**src/rtl/embedding_frame_loader_if.sv**
```systemverilog
// Stream bundle around the frame loader: element beats in, packed frames and error status out.
interface embedding_frame_loader_if #(
    parameter int N_ELEM = 10,
    parameter int ELEM_W = 4,
    parameter int ERR_W  = 8
);
    logic                       in_valid;
    logic                       in_ready;
    logic [ELEM_W-1:0]          in_a;
    logic [ELEM_W-1:0]          in_b;
    logic                       in_c;
    logic                       in_d;
    logic                       in_last;
    logic                       out_valid;
    logic                       out_ready;
    logic [N_ELEM*ELEM_W-1:0]   vector_a;
    logic [N_ELEM*ELEM_W-1:0]   vector_b;
    logic [N_ELEM-1:0]          vector_c;
    logic [N_ELEM-1:0]          vector_d;
    logic                       frame_err;
    logic [ERR_W-1:0]           err_count;

    // Producer of beats and consumer of frames.
    modport master (
        output in_valid, in_a, in_b, in_c, in_d, in_last, out_ready,
        input  in_ready, out_valid, vector_a, vector_b, vector_c, vector_d,
               frame_err, err_count
    );

    modport slave (
        input  in_valid, in_a, in_b, in_c, in_d, in_last, out_ready,
        output in_ready, out_valid, vector_a, vector_b, vector_c, vector_d,
               frame_err, err_count
    );
endinterface

```
**src/rtl/embedding_frame_loader.sv**
```systemverilog
// Packs N_ELEM element beats into A/B/C/D vectors; a second frame may be collected
// while the presented one waits, and framing errors are pulsed and counted.
module embedding_frame_loader #(
    parameter int N_ELEM = 10,
    parameter int ELEM_W = 4,
    parameter int ERR_W  = 8
) (
    input logic                      clk,
    input logic                      rst_n,
    embedding_frame_loader_if.slave  io
);
    localparam int IDX_W = $clog2(N_ELEM);
    localparam int VEC_W = N_ELEM * ELEM_W;
    localparam logic [IDX_W-1:0] LAST_IDX = IDX_W'(N_ELEM - 1);

    typedef enum logic {COLLECT, HOLD} state_t;

    state_t             state_q,    state_d;
    logic [IDX_W-1:0]   idx_q,      idx_d;
    logic [VEC_W-1:0]   bufA_q,     bufA_d;
    logic [VEC_W-1:0]   bufB_q,     bufB_d;
    logic [N_ELEM-1:0]  bufC_q,     bufC_d;
    logic [N_ELEM-1:0]  bufD_q,     bufD_d;
    logic [VEC_W-1:0]   vecA_q,     vecA_d;
    logic [VEC_W-1:0]   vecB_q,     vecB_d;
    logic [N_ELEM-1:0]  vecC_q,     vecC_d;
    logic [N_ELEM-1:0]  vecD_q,     vecD_d;
    logic               outValid_q, outValid_d;
    logic               frameErr_q, frameErr_d;
    logic [ERR_W-1:0]   errCount_q, errCount_d;
    logic               slotFree;

    // Next-state logic: beat capture, frame completion, hand-off from the hold buffer.
    always_comb begin
        state_d    = state_q;
        idx_d      = idx_q;
        bufA_d     = bufA_q;
        bufB_d     = bufB_q;
        bufC_d     = bufC_q;
        bufD_d     = bufD_q;
        vecA_d     = vecA_q;
        vecB_d     = vecB_q;
        vecC_d     = vecC_q;
        vecD_d     = vecD_q;
        outValid_d = outValid_q;
        frameErr_d = 1'b0;
        errCount_d = errCount_q;
        slotFree   = !outValid_q || io.out_ready;

        if (outValid_q && io.out_ready) begin
            outValid_d = 1'b0;
        end

        case (state_q)
            COLLECT: begin
                if (io.in_valid) begin
                    for (int i = 0; i < N_ELEM; i++) begin
                        if (idx_q == IDX_W'(i)) begin
                            bufA_d[i*ELEM_W +: ELEM_W] = io.in_a;
                            bufB_d[i*ELEM_W +: ELEM_W] = io.in_b;
                            bufC_d[i]                  = io.in_c;
                            bufD_d[i]                  = io.in_d;
                        end
                    end
                    // A frame is good only if in_last lands exactly on the final slot.
                    if (io.in_last != (idx_q == LAST_IDX)) begin
                        idx_d      = '0;
                        frameErr_d = 1'b1;
                        if (errCount_q != '1) begin
                            errCount_d = errCount_q + ERR_W'(1);
                        end
                    end else if (io.in_last) begin
                        idx_d = '0;
                        if (slotFree) begin
                            vecA_d     = bufA_d;
                            vecB_d     = bufB_d;
                            vecC_d     = bufC_d;
                            vecD_d     = bufD_d;
                            outValid_d = 1'b1;
                        end else begin
                            state_d = HOLD;
                        end
                    end else begin
                        idx_d = idx_q + IDX_W'(1);
                    end
                end
            end
            HOLD: begin
                if (io.out_ready) begin
                    vecA_d     = bufA_q;
                    vecB_d     = bufB_q;
                    vecC_d     = bufC_q;
                    vecD_d     = bufD_q;
                    outValid_d = 1'b1;
                    state_d    = COLLECT;
                end
            end
            default: state_d = COLLECT;
        endcase
    end

    // State registers with synchronous active-low reset that drops any partial or pending frame.
    always_ff @(posedge clk) begin
        if (!rst_n) begin
            state_q    <= COLLECT;
            idx_q      <= '0;
            bufA_q     <= '0;
            bufB_q     <= '0;
            bufC_q     <= '0;
            bufD_q     <= '0;
            vecA_q     <= '0;
            vecB_q     <= '0;
            vecC_q     <= '0;
            vecD_q     <= '0;
            outValid_q <= 1'b0;
            frameErr_q <= 1'b0;
            errCount_q <= '0;
        end else begin
            state_q    <= state_d;
            idx_q      <= idx_d;
            bufA_q     <= bufA_d;
            bufB_q     <= bufB_d;
            bufC_q     <= bufC_d;
            bufD_q     <= bufD_d;
            vecA_q     <= vecA_d;
            vecB_q     <= vecB_d;
            vecC_q     <= vecC_d;
            vecD_q     <= vecD_d;
            outValid_q <= outValid_d;
            frameErr_q <= frameErr_d;
            errCount_q <= errCount_d;
        end
    end

    assign io.in_ready  = (state_q == COLLECT);
    assign io.out_valid = outValid_q;
    assign io.vector_a  = vecA_q;
    assign io.vector_b  = vecB_q;
    assign io.vector_c  = vecC_q;
    assign io.vector_d  = vecD_q;
    assign io.frame_err = frameErr_q;
    assign io.err_count = errCount_q;

endmodule

```
**src/flat_wrapper.sv**
```systemverilog
// flat-port wrapper written by rule: the top's interface ports become plain ports
module embedding_frame_loader_flat 
#(
    parameter int N_ELEM = 10,
    parameter int ELEM_W = 4,
    parameter int ERR_W  = 8
)
  (clk, rst_n, io_in_valid, io_in_a, io_in_b, io_in_c, io_in_d, io_in_last, io_out_ready, io_in_ready, io_out_valid, io_vector_a, io_vector_b, io_vector_c, io_vector_d, io_frame_err, io_err_count);
  embedding_frame_loader_if #(.N_ELEM(N_ELEM), .ELEM_W(ELEM_W), .ERR_W(ERR_W)) io_i ();
  input logic clk;
  input logic rst_n;
  input wire logic [$bits(io_i.in_valid)-1:0] io_in_valid;
  input wire logic [$bits(io_i.in_a)-1:0] io_in_a;
  input wire logic [$bits(io_i.in_b)-1:0] io_in_b;
  input wire logic [$bits(io_i.in_c)-1:0] io_in_c;
  input wire logic [$bits(io_i.in_d)-1:0] io_in_d;
  input wire logic [$bits(io_i.in_last)-1:0] io_in_last;
  input wire logic [$bits(io_i.out_ready)-1:0] io_out_ready;
  output wire logic [$bits(io_i.in_ready)-1:0] io_in_ready;
  output wire logic [$bits(io_i.out_valid)-1:0] io_out_valid;
  output wire logic [$bits(io_i.vector_a)-1:0] io_vector_a;
  output wire logic [$bits(io_i.vector_b)-1:0] io_vector_b;
  output wire logic [$bits(io_i.vector_c)-1:0] io_vector_c;
  output wire logic [$bits(io_i.vector_d)-1:0] io_vector_d;
  output wire logic [$bits(io_i.frame_err)-1:0] io_frame_err;
  output wire logic [$bits(io_i.err_count)-1:0] io_err_count;
  assign io_i.in_valid = io_in_valid;
  assign io_i.in_a = io_in_a;
  assign io_i.in_b = io_in_b;
  assign io_i.in_c = io_in_c;
  assign io_i.in_d = io_in_d;
  assign io_i.in_last = io_in_last;
  assign io_i.out_ready = io_out_ready;
  assign io_in_ready = io_i.in_ready;
  assign io_out_valid = io_i.out_valid;
  assign io_vector_a = io_i.vector_a;
  assign io_vector_b = io_i.vector_b;
  assign io_vector_c = io_i.vector_c;
  assign io_vector_d = io_i.vector_d;
  assign io_frame_err = io_i.frame_err;
  assign io_err_count = io_i.err_count;
  embedding_frame_loader #(.N_ELEM(N_ELEM), .ELEM_W(ELEM_W), .ERR_W(ERR_W)) u_core (.clk(clk), .rst_n(rst_n), .io(io_i));
endmodule
```
**config.mk**
```make
export PLATFORM = sky130hd
export DESIGN_NAME = embedding_frame_loader_flat
export DESIGN_NICKNAME = d
export VERILOG_FILES = /design/src/rtl/embedding_frame_loader_if.sv /design/src/rtl/embedding_frame_loader.sv /design/src/flat_wrapper.sv
export SDC_FILE = /design/constraint.sdc
export NUM_CORES = 1
export LEC_CHECK = 0
export CAP_MARGIN = 15
export CORE_MARGIN = 2
export CORE_UTILIZATION = 45
export CTS_CLUSTER_DIAMETER = 150
export CTS_CLUSTER_SIZE = 14
export DETAILED_ROUTE_END_ITERATION = 8
export GPL_ROUTABILITY_DRIVEN = 0
export PLACE_DENSITY = 0.71
export SLEW_MARGIN = 20
export SYNTH_ARGS = -nofsm -noshare
export SYNTH_HDL_FRONTEND = slang
export SYNTH_SLANG_ARGS = --single-unit
```
**constraint.sdc**
```tcl
create_clock -name clk -period 2.35 [get_ports clk]
set_input_delay 0.3525 -clock clk [delete_from_list [all_inputs] [get_ports clk]]
set_output_delay 0.3525 -clock clk [all_outputs]
set_load 0.005 [all_outputs]
```
======== After elaboration in Yosys (flattened, before gate mapping) ========
Cells that the tools add are included.
storage, ports and cells
  bits in registers ....................... 215
  input port bits ......................... 15
  logic and storage cells ................. 122
operators by class
  add/sub/neg operators ................... 2
  eq/ne operators ......................... 16
  multiplexer cells ....................... 80
  bitwise gates (word level) .............. 3
  reduce and logical (&&, ||, !) cells .... 8
operators with widths
  cell                 number
  $mux 40              10
  $pmux 40 s2          2
  $mux 10              10
  $mux 4               22
  $pmux 10 s2          2
  $mux 1               32
  $eq 4x3->1 const B   4
  $add 8x1->8 const B  1
  $eq 4x2->1 const B   2
  $eq 4x4->1 const B   2
  $ne 2x2->1 const B   4
  $ne 8x8->1 const B   1
  $reduce_and 5->1     1
  $add 4x1->4 const B  1
  $eq 4x1->1 const B   1
  $logic_not 4->1      1
  $pmux 1 s2           2
  $reduce_and 4->1     1
  $not 1->1            3
  $reduce_or 3->1      1
  $ne 2x1->1 const B   1
  $reduce_and 2->1     1
  $logic_and 1x1->1    1
  $logic_not 1->1      1
  2 further kinds      2

======== Longest topological paths before layout ========
  word-level depth ........................ 7
  depth in mapped cells ................... 10
  mapped depth without buffers ............ 6

======== Least setup slack after synthesis ========
OpenSTA, ideal clock, no wires.
  kind .................................... reg-to-reg
  from .................................... reg u_core.idx_q[1]
  to ...................................... reg u_core.errCount_q[7], in the netlist u_core.io.err_count[7]
  library setup time ...................... 0.135 ns
  data arrival time ....................... 1.794 ns
  setup slack ............................. 0.421 ns
  cell stages (with the launch flop) ...... 10
  buffers on the path ..................... 3
  cell sequence ........................... dfxtp_1 -> inv_1 -> ha_1 -> buf_2 -> and3b_1 -> buf_4 -> mux2i_1 -> buf_4 -> o311ai_0 -> o41ai_1
on the way
  word-level cells in the longest chain between the ends .. 3
RTL lines
  item                        RTL line                       source
  from (decl)                 embedding_frame_loader.sv:19   logic [IDX_W-1:0] idx_q, idx_d;
  from (signal assigned)      embedding_frame_loader.sv:120  idx_q <= idx_d;
  $eq 4x4->1                  embedding_frame_loader.sv:66   if (io.in_last != (idx_q == LAST_IDX)) begin
  $ne 1x1->1                  embedding_frame_loader.sv:66
  $reduce_and 4->1 (no line)  -
  to (signal assigned)        embedding_frame_loader.sv:131  errCount_q <= errCount_d;
  to (decl)                   embedding_frame_loader.sv:30   logic [ERR_W-1:0] errCount_q, errCount_d;
Every way passes these cells.
A chain may end at the register's enable or synchronous reset.

======== Final worst setup path ========
  from .................................... reg u_core.idx_q[1]
  to ...................................... reg u_core.errCount_q[3], in the netlist u_core.io.err_count[3]
The elaborated chain is that of the path after synthesis.

==> out/qor.yml <==
r2r_cells: 7
hold_end: "u_core.bufA_q[27]$_SDFFE_PN0P_"
die_y_microns: 150
hold_path.class: "reg -> reg"
cts_buffer_depth: 3
path_cells: "inv_1, ha_1, and3b_1, mux2i_1, buf_4, or4_1, a21oi_1"
synthArstFlopShare_pct: 0
min_from: "u_core.bufA_q[27]$_SDFFE_PN0P_"
die_x_microns: 150
worstReg2RegStart: "u_core.idx_q[1]$_SDFFE_PN0P_"
port_buffers: 125
placement.cell_area_sq_um: 11400
postCtsSetupRepairBufs: 0
rows: 53
cts-resized-gates: 0
finalSetupViolCount: 0
top_usage_layer: "met2"
drv_cap: 0
critPathRequiredTime_ns: 2.77
wirelength_mm: 25.3
r2r_end: "u_core.io.err_count[3]$_SDFFE_PN0P_"
cp_slowest_stage_delay_ns: 0.51
fillerInstances: 1817
synth_common_cells: "dfxtp_1 (215), a21oi_1 (201), nand2_1 (114)"
syn-cell-area_sq_um: 9640
first_global_vias: 7479
yosys_register_bits: 215
vias_per_cell: 5.68
synth_cells: 1023
slowest_stage: "or4_1"
met1_usage_pct: 31.8
root_buffer: "clkbuf_16"
relSlewSlack_pct: 57.0
finalCritPeriodShare_pct: 92.3
end_kind: "flop"
grt_setup_unrepaired: "no"
detail_route.wl_per_cell_microns: 18.2
tightestPinTransition_ns: 0.643
ant_nets: 0
htreeDepth: 1
layout.nets: 1136
drtPass1Iterations: 5
grt_overflow_total: 0
total_power_mw: 6.84
clk-insertion-delay-late_ns: 0.50
grt_max_degree: 84
drc_errors: 0
gr-usage-met3_pct: 2.76
crit_fanout: 16
vdd_ir_drop_max_mv: 0.335
use_met2_pct: 35.2
grt_usage_pct: 22.1
grt_pass1_wl_mm: 40.6
start_util_pct: 45.9
ys_seq_area_share_pct: 44.7
hold_viol: 0
ys_warn_count: 0
synth_nets: 1043
area_delta_synth_final_pct: 23.3
leakage_nw: 3.62
path_clk_slew_ns: 0.07
cp.arrival_ns: 2.59
diodes: 0
antenna_found_initial: 0
power_density_nw_per_um2: 575
status: "completed"
period_needed_ns: 2.17
fin_area_sq_um: 11900
syn-mean-instance-area_sq_um: 9.42
fin_skew_ns: 0.0178
cts.sinks: 215
slew_violations: 0
cts_buffers: 19
synth_cell_type_count: 37
synth_edf_count: 0
drt_iter0_drc: 683
synth.top_cell.area_share_pct: 44.7
pin_count: 126
cts_tree: "yes"
dp_hpwl_mm: 16.3
startpoint_type: "flop"
hold_depth: 2
dieArea_sq_um: 22600
yosysTopAreaCell: "dfxtp_1"
worstSetupPathType: "reg -> reg"
yosysMostFrequentCell: "dfxtp_1"
synth_flop_cell: "dfxtp_1"
vias: 7899
ys_top_cells_by_area: "dfxtp_1 (45%), a211oi_2 (13%), mux2i_1 (12%)"
regToRegSetupSlack_ns: 0.18
drive_gt1_share_pct: 18.2
fmax_ghz: 0.461
ctsHoldBuffers: 0
core-area_sq_um: 21000
## routing by layer
metal	up-vias	wire [microns]
li1	3854	-
met2	219	11500
met5	-	0
met3	38	1350
met4	0	523
met1	3788	11800
## flip-flops by register name, summed over array words and instances (netlist names), 4 cells and up
signal               cells
u_core.idx_q             4
u_core.bufD_q           10
u_core.bufA_q           40
u_core.io.vector_d      10
u_core.io.err_count      8
u_core.bufC_q           10
u_core.io.vector_c      10
u_core.bufB_q           40
u_core.io.vector_a      40
u_core.io.vector_b      40
## placed cells by master, fill, tap and decap left out, drive strengths merged, types with 2 or more instances in the layout
cell,instances
a211oi,100
a21oi,201
and2,2
and3b,2
buf,65
clkbuf,19
clkdlybuf4s50,125
dfxtp,215
ha,5
inv,8
mux2i,113
nand2,114
nand3,84
nand4,2
nor2,16
nor3,3
nor3b,2
nor4b,5
nor4bb,7
o21ai,7
o31ai,3
or3,3
or4,5
## worst max-delay path, delay by kind of cell, from the launching register on
kind,cells,cell delay (ns)
and+or+nand+nor,2,0.93
muxes,1,0.13
DFF,1,0.36
AOI/OAI and AO/OA,1,0.15
adders and majority gates,1,0.22
buffers and inverters,2,0.29
## cell families (layout without fill, tap and decap cells)
family | after synthesis | in the layout | share of synthesized area (%)
AO/OA/AOI/OAI | 316 | 316 | 24.5
AND/OR/NAND/NOR | 250 | 250 | 12.3
flip-flops | 215 | 215 | 44.7
buffers and inverters | 124 | 217 | 6.18
multiplexers | 113 | 113 | 11.7
adder cells (fa/ha/maj) | 5 | 5 | 0.649
## power by group
part | leakage (nW) | internal, mW | switching, mW | total, mW
Sequential | 1.73 | 3.66 | 0.0118 | 3.67
Combinational | 1.64 | 0.131 | 0.253 | 0.384
Clock | 0.245 | 1.45 | 1.33 | 2.78
## metrics by stage
step	utilization, %	setup slack (ns)	hold WS (ns)	cells	setup TNS [ns]
2_1_floorplan	-	0.421	0.432	1023	0
3_3_place_gp	54.2	0.0224	0.440	1370	0
3_5_place_dp	54.2	-0.0290	0.446	1370	-0.170
4_1_cts	56.5	0.197	0.455	1391	0
5_1_grt	56.5	0.00658	0.473	1391	0
6_report	56.5	0.181	0.453	1391	0
## area by class of cell
| cell class | count | area (sq um) | share of cell area [%] |
|---|---|---|---|
| Clock inverter | 2 | 20.0 | 0.168 |
| Tap cell | 275 | 344 | 2.90 |
| Sequential cell | 215 | 4300 | 36.2 |
| Multi-Input combinational cell | 684 | 4850 | 40.8 |
| Inverter | 6 | 30.0 | 0.253 |
| Clock buffer | 19 | 475 | 4.00 |
| Timing Repair Buffer | 190 | 1860 | 15.7 |
## how the worst max path moves through the flow
| stage | startpoint | to | slack [ns] | cells after the start |
|---|---|---|---|---|
| 2_1_floorplan | u_core.idx_q[1]$_SDFFE_PN0P_ | u_core.io.err_count[7]$_SDFFE_PN0P_ | 0.42 | 9 |
| 3_3_place_gp | io_in_valid | u_core.bufA_q[11]$_SDFFE_PN0P_ | 0.02 | 6 |
| 3_5_place_dp | io_in_valid | u_core.bufA_q[9]$_SDFFE_PN0P_ | -0.03 | 6 |
| 4_1_cts | u_core.idx_q[1]$_SDFFE_PN0P_ | u_core.io.err_count[3]$_SDFFE_PN0P_ | 0.20 | 7 |
| 5_1_grt | u_core.idx_q[1]$_SDFFE_PN0P_ | u_core.io.err_count[4]$_SDFFE_PN0P_ | 0.007 | 7 |
| 6_report | u_core.idx_q[1]$_SDFFE_PN0P_ | u_core.io.err_count[3]$_SDFFE_PN0P_ | 0.18 | 7 |
No activity file was read; power rests on OpenSTA's default activity.
==> RTL change 1, RTL diff (config.mk and constraints unchanged) <==
One comparison of `idx_q` changes from == to >=.
--- a/src/rtl/embedding_frame_loader.sv
+++ b/src/rtl/embedding_frame_loader.sv
@@ -63,7 +63,7 @@
                         end
                     end
                     // A frame is good only if in_last lands exactly on the final slot.
-                    if (io.in_last != (idx_q == LAST_IDX)) begin
+                    if (io.in_last != (idx_q >= LAST_IDX)) begin
                         idx_d      = '0;
                         frameErr_d = 1'b1;
                         if (errCount_q != '1) begin
Check against the original RTL: no difference found for any inputs over 4 cycles, from zero or initial values and one cycle with rst_n low; that may be too few to reach the edited logic, so the function may still have changed.
==> RTL change 1 against the unedited design <==
Sequential cell count unchanged; setup slack got worse by 0.025 ns; power decreased by 0.16%; design area increased by 0.65%; synthesized cell count decreased by 0.88%; die area increased by 0.13%; clock skew decreased by 0.0091 ns; global-route usage increased by 0.47 points; synthesized area increased by 0.13%; sequential power about the same; final cell count decreased by 0.29%; maximum frequency decreased by 1.1%; wire length increased by 2.1%; largest cell class unchanged.
==> RTL change 1: results (changes against the unedited design) <==
Global route
  • Met3 GRT Util: 0.0215 (was 0.0276)
  • First-pass GRT wire length: 41200 um (was 40600 um)
  • Met2 usage: 0.355 (was 0.352)
  • Met1 usage: 0.331 (was 0.318)
  • GRT Overall Usage: 0.225 (was 0.221)
  • Vias in the first global route: 7528 (was 7479)
  • Largest net degree at the start of global routing: 67 (was 84)

STA
  • Clock skew: 0.00871 ns (was 0.0178 ns)
  • Slew headroom: 0.456 (was 0.570)

Route
  • Metal1 wirelength: 12100 um (was 11800 um)
  • WL/cell: 18.6 um (was 18.2 um)
  • Initial DRC Count: 595 (was 683)
  • Routed vias/inst: 5.73 (was 5.68)
  • Total iterations of the first detailed-routing run: 5 (unchanged)
  • WL met2: 11800 um (was 11500 um)

Logic synthesis
  • Synth cell types: 42 (was 37)
  • Post-Syn Nets: 1034 (was 1043)
  • Adder-Cell Fraction of Synth Area: 0.00648 (was 0.00649)
  • Top cells by area, synth: dfxtp_1 45%, a211oi_2 13%, mux2i_1 13% (was dfxtp_1 45%, a211oi_2 13%, mux2i_1 12%)
  • Mux contribution to synthesized area: 0.125 (was 0.117)
  • Syn. warnings: 0 (unchanged)
  • Compound-Gate Fraction of Synth Area: 0.244 (was 0.245)
  • Top-area cell type share of the netlist area: 0.446 (was 0.447)
  • Most frequent cells after synthesis: 215 x dfxtp_1, 192 x a21oi_1, 121 x mux2i_1 (was 215 x dfxtp_1, 201 x a21oi_1, 114 x nand2_1)
  • Post-synthesis sequential area ratio: 0.446 (was 0.447)

Power and ir drop
  • Switching share of total power: 0.232 (was 0.233)
  • Max VDD drop: 0.324 mV (was 0.335 mV)
  • Leak: 0.00376 uW (was 0.00362 uW)

CTS
  • CTS-repair resized insts: 0 (unchanged)
  • CTS Buf Count: 19 (unchanged)
  • Setup repair bufs after CTS: 0 (unchanged)
  • Clk_lat worst skew: 0.48 ns (was 0.50 ns)

Placed design
  • Detail Placement HPWL: 16800 um (was 16300 um)

Finish
  • Nets: 1133 (was 1136)
  • Layout cells sized above 1: 0.188 (was 0.182)
  • Fillers: 1860 (was 1817)

Critical path
  • Worst EP arrival: 2.55 ns (was 2.59 ns)
  • Largest stage delay, worst path: 0.37 ns (was 0.51 ns)
  • Largest delay share family, worst path: buffers and inverters (was simple AND/OR/NAND/NOR gates)
  • Slowest cell on crit path: mux2i_1 (was or4_1)
  • Flop-to-flop setup slack: 0.16 ns (was 0.18 ns)

Status
  • Status: finished, final reports clean (unchanged)
[RTL change 1: cell count changes after synthesis, sizes merged, moves of 3 or more]
cell,before,now
mux2i,113,121
nor2,16,24
nor2b,1,4
o31ai,3,7
o21ai,7,4
and3,0,3
nand2,114,92
buf,38,25
a21oi,201,192
clkbuf,80,93
[RTL change 1: cell type report]
type	count	area [um^2]	share of cell area
clock buffer	19	475	0.0397
clock inverter	1	11.3	0.000941
inverter	6	30.0	0.00251
multi-input combinational	675	4900	0.410
sequential	215	4310	0.360
tap	275	344	0.0288
timing repair buffer	196	1900	0.159
[RTL change 1: per-stage QoR]
stage / utilization / area, um^2 / setup slack (ns) / hold WS (ns) / cells
after floorplan: - / 9650 / 0.240 / 0.432 / 1014
after global placement: 0.546 / 11500 / 0.0927 / 0.441 / 1367
after detailed placement: 0.546 / 11500 / 0.102 / 0.446 / 1367
after CTS: 0.569 / 12000 / 0.202 / 0.455 / 1387
after global routing: 0.569 / 12000 / 0.00471 / 0.469 / 1387
final: 0.569 / 12000 / 0.157 / 0.453 / 1387
[RTL change 1: cells by family after synthesis]
logic type      count (synthesis)
simple gates                  238
compound gates                311
fa+ha+maj                       5
mux                           121
buf+inv                       124
flops                         215
[RTL change 1: path summary, 6_finish.rpt]
check	start	endpoint	cells past startpoint
worst max-delay path	u_core.idx_q[0]	u_core.io.vector_c[0]	7
worst min-delay path	u_core.bufA_q[24]	u_core.bufA_q[24]	2
worst max register to register	u_core.idx_q[0]	u_core.io.vector_c[0]	7
worst min register to register	u_core.bufA_q[24]	u_core.bufA_q[24]	2
[RTL change 1: power groups by stage]
stage	combinational [uW]	sequential (uW)	clock, uW
final	406	3680	2740
after global routing	439	3680	2950
after CTS	404	3680	2800
after detailed placement	402	3760	0
after global placement	399	3760	0
after floorplan	245	3760	0
==> RTL change 2, RTL diff (same settings) <==
Made on the original files. `N_ELEM` is set to 10 in 3 places; all go to 9.
--- a/src/rtl/embedding_frame_loader_if.sv
+++ b/src/rtl/embedding_frame_loader_if.sv
@@ -1,6 +1,6 @@
 // Stream bundle around the frame loader: element beats in, packed frames and error status out.
 interface embedding_frame_loader_if #(
-    parameter int N_ELEM = 10,
+    parameter int N_ELEM = 9,
     parameter int ELEM_W = 4,
     parameter int ERR_W  = 8
 );
--- a/src/rtl/embedding_frame_loader.sv
+++ b/src/rtl/embedding_frame_loader.sv
@@ -1,7 +1,7 @@
 // Packs N_ELEM element beats into A/B/C/D vectors; a second frame may be collected
 // while the presented one waits, and framing errors are pulsed and counted.
 module embedding_frame_loader #(
-    parameter int N_ELEM = 10,
+    parameter int N_ELEM = 9,
     parameter int ELEM_W = 4,
     parameter int ERR_W  = 8
 ) (
--- a/src/flat_wrapper.sv
+++ b/src/flat_wrapper.sv
@@ -1,7 +1,7 @@
 // flat-port wrapper written by rule: the top's interface ports become plain ports
 module embedding_frame_loader_flat 
 #(
-    parameter int N_ELEM = 10,
+    parameter int N_ELEM = 9,
     parameter int ELEM_W = 4,
     parameter int ERR_W  = 8
 )
Ports: changed (resized io_vector_a, io_vector_b, io_vector_c and io_vector_d); port bits go from 126 to 116. No check against the original RTL was run, so the function may have changed too.
==> RTL change 2 against the unedited design <==
Sequential share of layout area is 0.85 points lower; synthesized cell count down 18%; setup slack better by 0.035 ns; global-route usage fell by 0.40 points; sequential power fell by 9.0%; clock skew rose by 0.0021 ns; wire length fell by 13%; via count shrank 17%; design area shrank 7.1%; synthesized area is 9.3% lower; power is 2.5% lower; sequential cell count shrank 20; largest cell class unchanged; largest power group unchanged; highest routed layer unchanged.
==> RTL change 2: results (changes against the unedited design) <==
Critical path
  • Slowest cell on crit path: buf_4 (was or4_1)
  • Worst EP arrival: 2.49 ns (was 2.59 ns)
  • Crit-path max FO: 37 (was 16)
  • Largest delay share family, worst path: compound AO/OA/AOI/OAI gates (was simple AND/OR/NAND/NOR gates)
  • Largest stage delay, worst path: 0.41 ns (was 0.51 ns)

STA
  • Clock skew: 0.0199 ns (was 0.0178 ns)
  • Measured slew at the worst slew-check pin: 0.701 ns (was 0.643 ns)
  • Setup TNS: 0 ns (unchanged)

Route
  • Drt total wl: 22000 um (was 25300 um)
  • Max layer used: met4 (unchanged)
  • Metal1 wirelength: 10700 um (was 11800 um)
  • Initial DRC Count: 470 (was 683)
  • Metal3 WL: 957 um (was 1350 um)
  • WL met2: 10000 um (was 11500 um)
  • Vias: 6577 (was 7899)

Global route
  • Antenna violations before repair: 0 (unchanged)
  • Largest net degree at the start of global routing: 72 (was 84)
  • GRT Overall Usage: 0.217 (was 0.221)
  • Vias in the first global route: 6330 (was 7479)
  • Met1 usage: 0.300 (was 0.318)
  • Met3 GRT Util: 0.0397 (was 0.0276)
  • Met2 usage: 0.344 (was 0.352)
  • First-pass GRT wire length: 34500 um (was 40600 um)

CTS
  • CTS max path bufs: 2 (was 3)
  • Clock-pin slew on the worst setup and hold paths: 0.07 ns (about the same)
  • H-tree depth: 4 (was 1)
  • Setup repair bufs after CTS: 0 (unchanged)
  • Clk_lat worst skew: 0.45 ns (was 0.50 ns)
  • CTS Buf Count: 17 (was 19)
  • CTS-repair resized insts: 0 (unchanged)
  • Root Driver: clkbuf_16 (unchanged)

Logic synthesis
  • Syn. warnings: 0 (unchanged)
  • Most frequent cells after synthesis: 195 x dfxtp_1, 189 x mux2i_1, 96 x a21oi_1, 96 x nor2_1, 90 x a211oi_2 (was 215 x dfxtp_1, 201 x a21oi_1, 114 x nand2_1)
  • Top cells by area, synth: dfxtp_1 45%, mux2i_1 22%, a211oi_2 13% (was dfxtp_1 45%, a211oi_2 13%, mux2i_1 12%)
  • Post-synthesis sequential area ratio: 0.447 (about the same)
  • Synth cell types: 33 (was 37)
  • Ys flop type: dfxtp_1 (unchanged)
  • Synthesized instance count: 837 (was 1023)
  • Post-Syn Nets: 857 (was 1043)

Power and ir drop
  • Switching share of total power: 0.235 (was 0.233)
  • Max VDD drop: 0.540 mV (was 0.335 mV)
  • Leak: 0.00370 uW (was 0.00362 uW)

Worst hold path
  • Hold Path Stages: 2 (unchanged)

Status
  • Status: finished, final reports clean (unchanged)

Finish
  • Layout cells sized above 1: 0.202 (was 0.182)
  • Nets: 951 (was 1136)
  • Non-filler cells, final: 1204 (was 1391)
  • N_diodes: 0 (unchanged)

Placed design
  • I/O Buffers: 115 (was 125)
  • Detail Placement HPWL: 13900 um (was 16300 um)
## RTL change 2: changes by cell type in the layout (fill, tap and decap cells not counted), sizes merged, moves of 20 or more
cell / delta
dfxtp: -20
nand2: -103
mux2i: +76
nor2: +80
a21oi: -105
nand3: -82
## RTL change 2: final cells by class
cell class,instances,area [um^2]
well taps,260,325
multi-input cells,541,4470
clock inverters,12,143
flip-flops and latches,195,3900
clock buffers,20,457
repair buffers,170,1710
fillers,1607,7860
inverters,6,27.5
## RTL change 2: stage by stage
stage	hold WS (ns)	area [um^2]	worst slack [ns]	total power (uW)	util
2_1_floorplan	0.432	8740	0.415	3620	-
3_3_place_gp	0.471	10400	0.188	3750	0.553
3_5_place_dp	0.472	10400	0.205	3750	0.553
4_1_cts	0.492	11000	0.234	6720	0.584
5_1_grt	0.509	11000	0.0328	6870	0.584
6_report	0.487	11000	0.216	6670	0.584
## RTL change 2: power by group through the flow
stage / clock (uW) / combinational, uW / sequential [uW]
2_1_floorplan: 0 / 213 / 3410
3_3_place_gp: 0 / 337 / 3410
3_5_place_dp: 0 / 340 / 3410
4_1_cts: 3040 / 342 / 3340
5_1_grt: 3160 / 366 / 3340
6_report: 2990 / 342 / 3340
## RTL change 2: kinds of logic after synthesis
| family | synth area share |
|---|---|
| simple gates | 0.0820 |
| fa+ha+maj | 0.00716 |
| flops | 0.447 |
| buf+inv | 0.0566 |
| mux | 0.216 |
| compound gates | 0.191 |
## RTL change 2: final timing paths
check                         start                      to  slack, ns
max                 u_core.idx_q[0]  u_core.io.vector_a[24]       0.22
min reg2reg  u_core.io.err_count[7]  u_core.io.err_count[7]       0.49
min          u_core.io.err_count[7]  u_core.io.err_count[7]       0.49
max reg2reg         u_core.idx_q[0]  u_core.io.vector_a[24]       0.22
